File: config.mk
export PLATFORM = sky130hd
export DESIGN_NAME = if_id_pipe_reg
export DESIGN_NICKNAME = d
export VERILOG_FILES = /design/src/rtl/riscv_pipe_pkg.sv /design/src/rtl/sat_counter.sv /design/src/rtl/if_id_pipe_reg.sv
export SDC_FILE = /design/constraint.sdc
export NUM_CORES = 1
export LEC_CHECK = 0
export CORE_MARGIN = 5
export CORE_UTILIZATION = 45
export CTS_BUF_LIST = sky130_fd_sc_hd__clkbuf_16
export DETAILED_ROUTE_END_ITERATION = 6
export PLACE_DENSITY = 0.82
export SYNTH_ARGS = -nofsm -noshare
export SYNTH_HDL_FRONTEND = slang
export SYNTH_HIERARCHICAL = 1
export SYNTH_SLANG_ARGS = --single-unit
File: constraint.sdc
create_clock -name clk -period 2.17 [get_ports clk]
set_clock_uncertainty 0.05 [all_clocks]
set_input_delay 0.217 -clock clk [delete_from_list [all_inputs] [get_ports clk]]
set_output_delay 0.217 -clock clk [all_outputs]
set_load 0.05 [all_outputs]
File: src/rtl/riscv_pipe_pkg.sv
// Shared types and constants for the pipelined RISC-V core.
//   NOP_INSTR : canonical bubble encoding, addi x0,x0,0
//   if_id_t   : IF/ID payload as seen by the 32-bit core
package riscv_pipe_pkg;

    localparam logic [31:0] NOP_INSTR = 32'h0000_0013;

    typedef struct packed {
        logic [31:0] pc;
        logic [31:0] instr;
        logic [31:0] pc_plus4;
        logic        valid;
    } if_id_t;

endpackage

File: src/rtl/sat_counter.sv
// Saturating up-counter with synchronous clear.
//   clk  : rising-edge clock
//   rst  : synchronous active-high reset, q -> 0
//   inc  : count up by one unless already at EN
//   clr  : synchronous clear (lower priority than rst, higher than inc)
//   q    : count value
// EN is the saturation ceiling; the counter holds there instead of wrapping.
module sat_counter #(
    parameter int           W  = 16,
    parameter logic [W-1:0] EN = '1
) (
    input  logic         clk,
    input  logic         rst,
    input  logic         inc,
    input  logic         clr,
    output logic [W-1:0] q
);

    always_ff @(posedge clk) begin
        if (rst)
            q <= '0;
        else if (clr)
            q <= '0;
        else if (inc && (q != EN))
            q <= q + 1'b1;
    end

endmodule

File: src/rtl/if_id_pipe_reg.sv
// IF/ID pipeline register with hazard control and debug counters.
//   clk, rst                      : clock, synchronous active-high reset
//   stall_d, flush_d              : hazard unit hold / bubble request (flush wins)
//   valid_f, pc_in, instr_in,
//   pc_plusF                      : fetch-stage payload
//   pc_out, instr_out,
//   pc_plus4_reg, valid_d         : registered payload to decode
//   stall_cnt, flush_cnt          : saturating event counters
//   stall_timeout                 : sticky, STALL_LIMIT consecutive stalls seen
module if_id_pipe_reg
    import riscv_pipe_pkg::*;
#(
    parameter int          WIDTH       = 32,
    parameter logic [31:0] NOP_INSTR   = riscv_pipe_pkg::NOP_INSTR,
    parameter int          CNT_W       = 16,
    parameter int          STALL_LIMIT = 64
) (
    input  logic             clk,
    input  logic             rst,
    input  logic             stall_d,
    input  logic             flush_d,
    input  logic             valid_f,
    input  logic [WIDTH-1:0] pc_in,
    input  logic [WIDTH-1:0] instr_in,
    input  logic [WIDTH-1:0] pc_plusF,
    output logic [WIDTH-1:0] pc_out,
    output logic [WIDTH-1:0] instr_out,
    output logic [WIDTH-1:0] pc_plus4_reg,
    output logic             valid_d,
    output logic [CNT_W-1:0] stall_cnt,
    output logic [CNT_W-1:0] flush_cnt,
    output logic             stall_timeout
);

    typedef struct packed {
        logic [WIDTH-1:0] pc;
        logic [WIDTH-1:0] instr;
        logic [WIDTH-1:0] pc_plus4;
        logic             valid;
    } pl_t;

    localparam logic [WIDTH-1:0] NOP_W   = WIDTH'(NOP_INSTR);
    localparam logic [CNT_W-1:0] LIMIT   = CNT_W'(STALL_LIMIT);
    localparam logic [CNT_W-1:0] LIMIT_1 = CNT_W'(STALL_LIMIT - 1);

    localparam pl_t BUBBLE = '{pc: '0, instr: NOP_W, pc_plus4: '0, valid: 1'b0};

    // flush overrides stall, so a stall only counts when no flush is present
    logic stall_only;
    logic load;
    logic [CNT_W-1:0] cons;
    pl_t  pl_q;

    assign stall_only = stall_d && !flush_d;
    assign load       = !stall_d && !flush_d;

    always_ff @(posedge clk) begin
        if (rst || flush_d)
            pl_q <= BUBBLE;
        else if (load) begin
            pl_q.pc       <= pc_in;
            pl_q.pc_plus4 <= pc_plusF;
            pl_q.valid    <= valid_f;
            // invalid fetch slots enter decode as a NOP so decode never sees garbage
            pl_q.instr    <= valid_f ? instr_in : NOP_W;
        end
    end

    assign pc_out       = pl_q.pc;
    assign instr_out    = pl_q.instr;
    assign pc_plus4_reg = pl_q.pc_plus4;
    assign valid_d      = pl_q.valid;

    sat_counter #(.W(CNT_W), .EN('1)) u_stall_cnt (
        .clk (clk),
        .rst (rst),
        .inc (stall_only),
        .clr (1'b0),
        .q   (stall_cnt)
    );

    sat_counter #(.W(CNT_W), .EN('1)) u_flush_cnt (
        .clk (clk),
        .rst (rst),
        .inc (flush_d),
        .clr (1'b0),
        .q   (flush_cnt)
    );

    // consecutive-stall run length; any non-stall cycle ends the run
    sat_counter #(.W(CNT_W), .EN(LIMIT)) u_cons (
        .clk (clk),
        .rst (rst),
        .inc (stall_only),
        .clr (!stall_only),
        .q   (cons)
    );

    // set on the edge where cons reaches LIMIT; sticky until reset
    always_ff @(posedge clk) begin
        if (rst)
            stall_timeout <= 1'b0;
        else if (stall_only && (cons >= LIMIT_1))
            stall_timeout <= 1'b1;
    end

endmodule

==> results of run 1 <==
## path summary, 6_finish.rpt
check / cells after the start / start / end / slack, ns
setup / recovery: 1 / u_flush_cnt/q[13]$_SDFFE_PP0P_ / flush_cnt[13] / 0.13
hold / removal: 5 / stall_d / u_cons/q[1]$_SDFFE_PP0P_ / 0.27
setup reg to reg: 4 / u_cons/q[3]$_SDFFE_PP0P_ / u_cons/q[12]$_SDFFE_PP0P_ / 0.36
hold reg to reg: 2 / instr_out[22]$_SDFFE_PP0P_ / instr_out[22]$_SDFFE_PP0P_ / 0.40
## power by group
| part | switching (mW) | internal (mW) |
|---|---|---|
| clock network | 1.10 | 1.77 |
| registers | 0.0271 | 2.73 |
| logic | 0.471 | 0.369 |
| total | 1.60 | 4.87 |
## through the flow
step | hold WS (ns) | setup WS, ns | instances | utilization
floorplan | 0.239 | 0.279 | 682 | -
global placement | 0.387 | 0.216 | 1072 | 0.627
detailed placement | 0.394 | 0.0987 | 1072 | 0.627
CTS | 0.239 | 0.112 | 1103 | 0.666
global route | 0.296 | 0.0707 | 1104 | 0.666
finish | 0.274 | 0.131 | 1104 | 0.666
## logic make-up after synthesis
logic type,Yosys count
and+or+nand+nor,282
DFF,146
AOI/OAI and AO/OA,101
muxes,77
buffers and inverters,49
xor gates and xnor gates,9
adders and majority gates,4
other,1
## per-layer routing
metal,routed length (µm),global-route usage,up-vias
met1,8040,0.257,2733
met2,9400,0.353,212
met3,1100,0.0534,33
li1,-,-,2842
met4,458,0.0843,0
met5,0,0,-
## cell usage in the layout, fill, tap and decap left out, types with 12 or more instances in the layout
| cell | instances |
|---|---|
| nor2_4 | 60 |
| buf_4 | 13 |
| or3_1 | 12 |
| clkdlybuf4s50_1 | 229 |
| dfxtp_1 | 146 |
| nand2_1 | 64 |
| mux2i_1 | 77 |
| a21oi_1 | 47 |
| clkbuf_16 | 17 |
| nand3_1 | 45 |
| conb_1 | 14 |
| nor2_1 | 27 |
## layout make-up
type | count | area share
well taps | 184 | 0.0237
diodes | 1 | 0.000257
flip-flops and latches | 146 | 0.301
multi-input cells | 487 | 0.357
clock buffers | 17 | 0.0438
clock inverters | 14 | 0.0151
inverters | 8 | 0.00309
repair buffers | 247 | 0.256
==> metrics.md, run 1 <==
| Metric | Value |
|---|---|
| Maxcap violations | 0 |
| Dpl hpwl | roughly 14 mm |
| Critical Path Source Type | register |
| IO Count | 231 |
| Fin crit share | 0.940 |
| Core Box Area | 0.0146 mm² |
| Post-route minimum period | just over 2 ns |
| Synth top area share | 0.434 |
| PostCTS Resize Cnt | 0 |
| Fill cell total of the finished layout | 1109 |
| Reg area | ~0.0029 mm² |
| Setup TNS | 0 ns |
| CP Data Arrival Time | roughly 1.8 ns |
| Worst Path Max Fanout | 7 |
| CP delay by family, top | buffers and inverters |
| P_leak | 3.47 nW |
| Die Wd | 132 µm |
| Mux contribution to synthesized area | 0.115 |
| Status | finished clean |
| Area of the multi-input gates | roughly 0.0035 mm² |
| RePlAce Congestion | 0.916 |
| Wire length per cell | 17.2 µm |
| Cell Area, Synth | 0.00673 mm² |
| Hold Vio Cnt, Final | 0 |
| Initial DRT Pass Iterations | 5 |
| Max stage delay on crit path | 0.86 ns |
| Via count | 5820 |
| Slew @ Worst Pin | 0.588 ns |
| IO buf count | 230 |
| CTS Hold Bufs | 0 |
| Largest net degree at the start of global routing | 67 |
| CTS tree | built |
| Die H | around 130 µm |
| Syn. warnings | 6 |
| Synth Area in Simple Gates | 0.280 |
| Die Area | 0.0175 mm² |
| Residual DRC | 0 |
| Placed Area | 0.00914 mm² |
| Vias in the first global route | 5500 |
| Initial antenna violation count | 1 |
| Max Slew Vio Count | 0 |
| Seq/Total Area, Yosys | 0.434 |
| DR iter-0 viols | between 300 and 400 |
| Vias per cell | 5.27 |
| Longest Clk Path Bufs | 2 |
| Post-synth EDFFs | 0 |
| Routed Antenna Nets | 0 |
| First-pass GRT wire length | 29.7 mm |
| Clock Pin Slew Worst Setup and Hold Paths | 0.06 ns |
| Clk_lat worst skew | 0.42 ns |
| Synth Area in Compound Gates | 0.0941 |
| Post-synthesis register bit count | 146 |
| Total track usage | 0.210 |
| Root buffer cell | clkbuf_16 |
| Nets | 1012 |
| Sink Count | 146 |
| Power Dens Cells | between 600 and 700 mW/mm² |
| Crit Path Category | register to primary output |
| Relative slew slack | 0.607 |
| RSZ-0062 raised after global routing | false |
| Largest family of logic cells by synthesized area | simple AND/OR/NAND/NOR gates |
| Top-count cell post-synth | dfxtp_1 |
| Inserted Clock Buffers | 17 |
| WL final | 19.0 mm |
| CP max-delay cell | clkdlybuf4s50_1 |
| Pwr Total | 6.47 mW |
| Final Instance Area | slightly below 0.01 mm² |
| H-tree levels | 4 |
| Syn_area_per_cell | just over 10 µm² |
| Peak supply drop | 0.000600 V |
| Bufs and invs on worst path | 1 |
| Number of cell rows | 44 |
| Main synth FF type | dfxtp_1 |
| Setup-failing EPs final | 0 |
| Share of synthesized registers carrying an async set or reset | 0 |
| Post-synth top area cell | dfxtp_1 |
| Main area contributors after synthesis | dfxtp_1, mux2i_1, nor2_4 |
| Crit path capture type | primary output |
| Starting Density | 0.461 |
| Total gr overflow | 0 |
| Top post-synthesis cells by count | dfxtp_1, mux2i_1, nand2_1 |
| Post-CTS setup buffers | 0 |
| Synth Instances | 669 |
| Adder-Cell Fraction of Synth Area | 0.00744 |
| Fraction of layout cells with a size suffix above 1 | 0.148 |
| Worst endpoint required time | 1.90 ns |
| Synth cell types | a little under 60 |
| Synthesis-to-finish area growth | 44.4% |
| XOR/XNOR share of the synthesized area | 0.0117 |
| Top achievable clock speed | between 400 and 500 MHz |
| Hold crit path type | input pin to register |
| CP cell instances | clkdlybuf4s50_1 |
(Power assumes the default switching activity.)
==> inputs of run 2 (changes only) <==
- CORE_ASPECT_RATIO: default -> 0.6
- PLACE_DENSITY: 0.82 -> 0.79
- clock period: 2.17 -> 2.3 ns (I/O delays scaled with it)
==> run 2 against run 1 <==
Compared with the run above: total power shrank 6.6%; routed wire length is 6.3% lower; count of clock-buffer cells in the layout did not move; die area rose by 0.46%; first-iteration DRC count fell by 10%; sequential cell count unchanged; setup slack improved by 0.14 ns; clock power down 7.0%; via count fell by 2.7%; critical path depth stayed put; non-clock buffer count fell by 4; hold slack gained 0.027 ns; critical endpoint is now stall_cnt[13]; largest cell class unchanged; highest routed layer unchanged.
==> metrics.md, run 2 (synthesized netlist as in run 1, its figures left out) <==
| Metric | Value |
|---|---|
| Status | finished clean |
| IO Count | 231 (unchanged) |
| Peak supply drop | 0.000490 V (-18%) |
| Setup TNS | 0 ns (unchanged) |
| Core Box Area | 0.0146 mm² (about the same) |
| Crit path capture | stall_cnt[13] |
| Worst hold slack | 0.300 ns (+0.0266 ns) |
| Max Slew Vio Count | 0 (unchanged) |
| Worst reg2reg path startpoint | u_cons/q[2]$_SDFFE_PP0P_ |
| Root buffer cell | clkbuf_16 |
| Routed Antenna Nets | 0 (unchanged) |
| RePlAce Congestion | 0.855 (-6.6%) |
| Initial DRT Pass Iterations | 5 (unchanged) |
| Hold crit path type | input pin to register |
| Die Area | 0.0176 mm² (+0.46%) |
| Crit Path Category | register to primary output |
| CP cell instances | clkdlybuf4s50_1 |
| DR iter-0 viols | 338 (-10%) |
| RSZ-0062 raised after global routing | false |
| Total gr overflow | 0 (unchanged) |
| H-tree levels | 4 (unchanged) |
| CP max-delay cell | clkdlybuf4s50_1 |
| Synthesis-to-finish area growth | 44.0% |
| CP startpoint | u_stall_cnt/q[13]$_SDFFE_PP0P_ |
| IO buf count | 230 (unchanged) |
| CP Data Arrival Time | 1.75 ns (-0.02 ns) |
| Post-route minimum period | ~2 ns |
| Max stage delay on crit path | 0.88 ns (+0.02 ns) |
| Ant diodes | 0 (-1) |
| Number of cell rows | 34 (-23%) |
| Top achievable clock speed | 492 MHz |
| Die H | 105 µm (-21%) |
| WP depth | 1 (unchanged) |
| Slew @ Worst Pin | 0.626 ns (+0.0389 ns) |
| Critical Path Source Type | register |
| Crit path capture type | primary output |
| CP delay by family, top | buffers and inverters |
| Nets | 1008 (-0.40%) |
| P_leak | 3.43 nW (-1.1%) |
| Worst r2r path cells | 4 (unchanged) |
| Relative slew slack | 0.582 (-0.0247) |
| Longest Clk Path Bufs | 2 (unchanged) |
| Total track usage | 0.196 (-0.0141) |
| Bufs and invs on worst path | 1 (unchanged) |
| Pwr Total | 6.05 mW (-6.6%) |
| Inserted Clock Buffers | 17 (unchanged) |
| Setup-failing EPs final | 0 (unchanged) |
| Largest net degree at the start of global routing | 67 (unchanged) |
| Wire length per cell | 16.0 µm (-7.2%) |
| CTS tree | built |
| Vias per cell | 5.08 (-3.6%) |
| Post-CTS setup buffers | 0 (unchanged) |
| Power Dens Cells | 624 mW/mm² (-6.3%) |
| Clk_lat worst skew | 0.40 ns (-0.02 ns) |
| Worst endpoint required time | 2.02 ns (+0.12 ns) |
| Commonest non-fill, non-tap cells in the layout | clkdlybuf4s50_1, dfxtp_1, mux2i_1, nand2_1, nor2_4 |
| Residual DRC | 0 (unchanged) |
| Die Wd | 168 µm (+27%) |
| Vias in the first global route | 5217 (-5.1%) |
| PostCTS Resize Cnt | 0 (unchanged) |
| Fill cell total of the finished layout | 1222 (+10%) |
| Fin crit share | 0.884 |
| Worst R2R Setup Slack | 0.42 ns (+0.06 ns) |
| Clock Pin Slew Worst Setup and Hold Paths | 0.07 ns (about the same) |
| Worst Path Max Fanout | 7 (unchanged) |
| Starting Density | 0.461 (about the same) |
| Via count | 5664 (-2.7%) |
| Worst hold start | stall_d |
| R2R Path End | u_cons/q[14]$_SDFFE_PP0P_ |
| Commonest non-fill, non-tap cell in the layout | clkdlybuf4s50_1 |
| Hold Vio Cnt, Final | 0 (unchanged) |
| Maxcap violations | 0 (unchanged) |
| Sink Count | 146 (unchanged) |
| Area of the multi-input gates | 0.00347 mm² (unchanged) |
| Initial antenna violation count | 0 (-1) |
| WL final | 17.8 mm (-6.3%) |
| Reg area | 0.00292 mm² (unchanged) |
| First-pass GRT wire length | 28.3 mm (-4.7%) |
| Fraction of layout cells with a size suffix above 1 | 0.148 (+0.000485) |
| CTS Hold Bufs | 0 (unchanged) |
| Dpl hpwl | 13.4 mm (-0.74%) |
==> run 2: cell count changes in the layout (fill, tap and decap cells not counted), sizes merged <==
cell	change
clkinvlp	+2
buf	-4
inv	+8
clkinv	-7
diode	-1
bufinv	-2
==> run 2: how the worst min path moves through the flow <==
stage / to / slack, ns / cells past startpoint
detailed placement: instr_out[16]$_SDFFE_PP0P_ / 0.39 / 2
floorplan: stall_timeout$_SDFFE_PP0P_ / 0.25 / 1
global placement: instr_out[17]$_SDFFE_PP0P_ / 0.39 / 2
finish: u_cons/q[1]$_SDFFE_PP0P_ / 0.30 / 5
global route: u_cons/q[1]$_SDFFE_PP0P_ / 0.29 / 5
CTS: u_cons/q[1]$_SDFFE_PP0P_ / 0.28 / 5
==> run 2: final cells by class <==
type	instances	area share
clock buffer	17	0.0439
inverter	8	0.00310
timing repair buffer	243	0.253
multi-input combinational	487	0.358
tap	198	0.0256
clock inverter	15	0.0150
sequential	146	0.302
==> run 2: power breakdown <==
| group | switching [mW] | total, mW | internal [mW] | leakage [nW] |
|---|---|---|---|---|
| registers | 0.0257 | 2.60 | 2.57 | 1.18 |
| logic | 0.434 | 0.779 | 0.345 | 1.98 |
| clock network | 1.15 | 2.67 | 1.52 | 0.273 |
==> run 2: metal layers <==
layer,vias up,wire [µm],GRT usage
li1,2828,-,-
met1,2617,8360,0.274
met2,207,7820,0.297
met3,12,1500,0.0664
met4,0,120,0.0359
met5,-,0,0
==> run 2: worst register-to-register path, stage by stage, from the launching register on <==
cell,delay (ns)
dfxtp_1,0.45
nand4_1,0.39
nor4_1,0.63
a21o_1,0.19
a21oi_1,0.05
==> run 2: stage by stage <==
stage               cells  area, µm²  utilization  setup slack, ns
global placement     1082       9120        0.625            0.210
CTS                  1114       9690        0.664            0.248
detailed placement   1082       9120        0.625            0.168
finish               1114       9690        0.664            0.267
global route         1114       9690        0.664            0.187
floorplan             682       6780            -            0.409
==> inputs of run 3 (changes only) <==
==> constraint.sdc (replaced) <==
create_clock -name clk -period 2.3 [get_ports clk]
set_clock_uncertainty 0.05 [all_clocks]
set_input_delay 0.69 -clock clk [delete_from_list [all_inputs] [get_ports clk]]
set_output_delay 0.69 -clock clk [all_outputs]
set_load 0.05 [all_outputs]
==> run 3 against run 2 <==
Compared with the run above: via count rose by 1.2%; count of clock-buffer cells in the layout is the same; die area is the same; critical path type unchanged; critical endpoint is now pc_out[5].
==> metrics.md, run 3 (synthesized netlist as in run 1, its figures left out) <==
| Metric | Value |
|---|---|
| Die Wd | 168 µm (unchanged) |
| Clock Pin Slew Worst Setup and Hold Paths | 0.06 ns (about the same) |
| WL final | 18.2 mm (+2.4%) |
| Fin crit share | 0.981 (+0.0976) |
| DR iter-0 viols | 453 (+34%) |
| Fraction of layout cells with a size suffix above 1 | 0.216 (+0.0673) |
| Hold Vio Cnt, Final | 0 (unchanged) |
| Placed Area | 0.00919 mm² (+0.77%) |
| Nets | 1028 (+2.0%) |
| Maxcap violations | 0 (unchanged) |
| Setup-failing EPs final | 0 (unchanged) |
| Critical Path Source Type | register |
| Routed Antenna Nets | 0 (unchanged) |
| Bufs and invs on worst path | 1 (unchanged) |
| Worst endpoint required time | 1.56 ns (-0.46 ns) |
| Worst hold slack | 0.397 ns (+0.0970 ns) |
| Sink Count | 146 (unchanged) |
| Post-CTS setup buffers | 0 (unchanged) |
| Die Area | 0.0176 mm² (unchanged) |
| Post-route minimum period | 2.26 ns (+0.224 ns) |
| Hold crit path type | register to register |
| Starting Density | 0.461 (unchanged) |
| Fill cell total of the finished layout | 1175 (-3.8%) |
| Crit Path Category | register to primary output |
| Top achievable clock speed | 443 MHz (-9.9%) |
| CP cell instances | clkdlybuf4s50_1 |
| Commonest non-fill, non-tap cell in the layout | dfxtp_1 |
| Via count | 5731 (+1.2%) |
| CP max-delay cell | clkdlybuf4s50_1 |
| Initial antenna violation count | 0 (unchanged) |
| Final Instance Area | 0.00981 mm² (+1.3%) |
| Initial DRT Pass Iterations | 5 (unchanged) |
| Pwr Total | 6.32 mW (+4.5%) |
| Vias per cell | 5.05 (-0.60%) |
| Max stage delay on crit path | 0.80 ns (-0.08 ns) |
| Total track usage | 0.197 (+0.00133) |
| Status | finished clean |
| H-tree levels | 4 (unchanged) |
| IO Count | 231 (unchanged) |
| Largest net degree at the start of global routing | 46 (-31%) |
| Crit path capture type | primary output |
| Number of cell rows | 34 (unchanged) |
| Reg area | 0.00292 mm² (unchanged) |
| Worst Path Max Fanout | 2 (-5) |
| First-pass GRT wire length | 28.6 mm (+1.2%) |
| Commonest non-fill, non-tap cells in the layout | dfxtp_1, clkdlybuf4s50_1, mux2i_1, buf_4, nand2_1 |
| Inserted Clock Buffers | 17 (unchanged) |
| Vias in the first global route | 5351 (+2.6%) |
| Final std cells w/o fill | 1134 (+1.8%) |
| Dpl hpwl | 13.9 mm (+3.7%) |
| Peak supply drop | 0.000476 V (-2.9%) |
| DP Cell Count | 1102 (+1.8%) |
| Ant diodes | 0 (unchanged) |
| CTS tree | built |
| Relative slew slack | 0.645 (+0.0628) |
| Residual DRC | 0 (unchanged) |
| RSZ-0062 raised after global routing | false |
| P_leak | 4.37 nW (+27%) |
| RePlAce Congestion | 0.863 (+0.98%) |
| Root buffer cell | clkbuf_16 |
| Wire length per cell | 16.1 µm (+0.57%) |
| Synthesis-to-finish area growth | 45.8% |
| Setup TNS | 0 ns (unchanged) |
| Total gr overflow | 0 (unchanged) |
| CP Data Arrival Time | 1.52 ns (-0.23 ns) |
| Longest Clk Path Bufs | 2 (unchanged) |
| Power Dens Cells | 644 mW/mm² (+3.2%) |
| Area of the multi-input gates | 0.00347 mm² (unchanged) |
| CP delay by family, top | buffers and inverters |
| Die H | 105 µm (unchanged) |
| IO buf count | 230 (unchanged) |
| CTS Hold Bufs | 0 (unchanged) |
| Max Slew Vio Count | 0 (unchanged) |
| Core Box Area | 0.0146 mm² (unchanged) |
| Clk_lat worst skew | 0.40 ns (about the same) |
| Slew @ Worst Pin | 0.531 ns (-0.0951 ns) |
==> run 3: cell types whose count changed in the layout (fill, tap and decap cells not counted), moves of 2 or more <==
cell,previous run,this run
dlygate4sd2_1,0,56
buf_12,4,7
dlymetal6s2s_1,0,26
buf_4,10,74
clkdlybuf4s50_1,229,100
inv_1,7,9
bufinv_16,1,4
==> run 3: layout make-up <==
class	instances	share of cell area
clock inverter	15	0.0207
multi-input combinational	487	0.354
sequential	146	0.298
tap	198	0.0252
timing repair buffer	263	0.256
inverter	8	0.00306
clock buffer	17	0.0434
==> run 3: per-layer routing <==
layer / wire (µm) / track usage / share of wire / up-vias
met5: 0 / 0 / 0 / -
met4: 153 / 0.0376 / 0.0084 / 0
met3: 1680 / 0.0706 / 0.092 / 10
met2: 7890 / 0.290 / 0.43 / 205
met1: 8490 / 0.281 / 0.47 / 2645
li1: - / - / - / 2871
==> run 3: where the power goes <==
group / internal (mW) / switching (mW)
combinational: 0.343 / 0.444
clock: 1.83 / 1.10
sequential: 2.58 / 0.0241
total: 4.75 / 1.57
==> run 3: tightest hold or removal path, cell delays in order, from the launching register on <==
cell and delay (ns):
dfxtp_1 0.30, nand2_1 0.05, a21oi_1 0.05
==> run 3: worst paths after layout <==
path	start	endpoint	slack, ns	depth (start not counted)
min reg2reg	instr_out[18]$_SDFFE_PP0P_	instr_out[18]$_SDFFE_PP0P_	0.40	2
min	instr_out[18]$_SDFFE_PP0P_	instr_out[18]$_SDFFE_PP0P_	0.40	2
max reg2reg	u_stall_cnt/q[13]$_SDFFE_PP0P_	u_stall_cnt/q[0]$_SDFFE_PP0P_	0.52	4
max	pc_out[5]$_SDFFE_PP0P_	pc_out[5]	0.04	1
==> run 3: timing repair <==
action / 4_1_cts / 5_1_grt
pin swaps: 0 / 0
gates resized for setup: 56 / 26
setup endpoints to repair: 56 / 26
==> run 3: metrics by stage <==
| stage | utilization | setup WS [ns] |
|---|---|---|
| floorplan | - | 0.334 |
| global placement | 0.630 | -0.153 |
| global route | 0.672 | 0.00150 |
| detailed placement | 0.630 | -0.239 |
| CTS | 0.668 | 0.000351 |
| finish | 0.672 | 0.0427 |
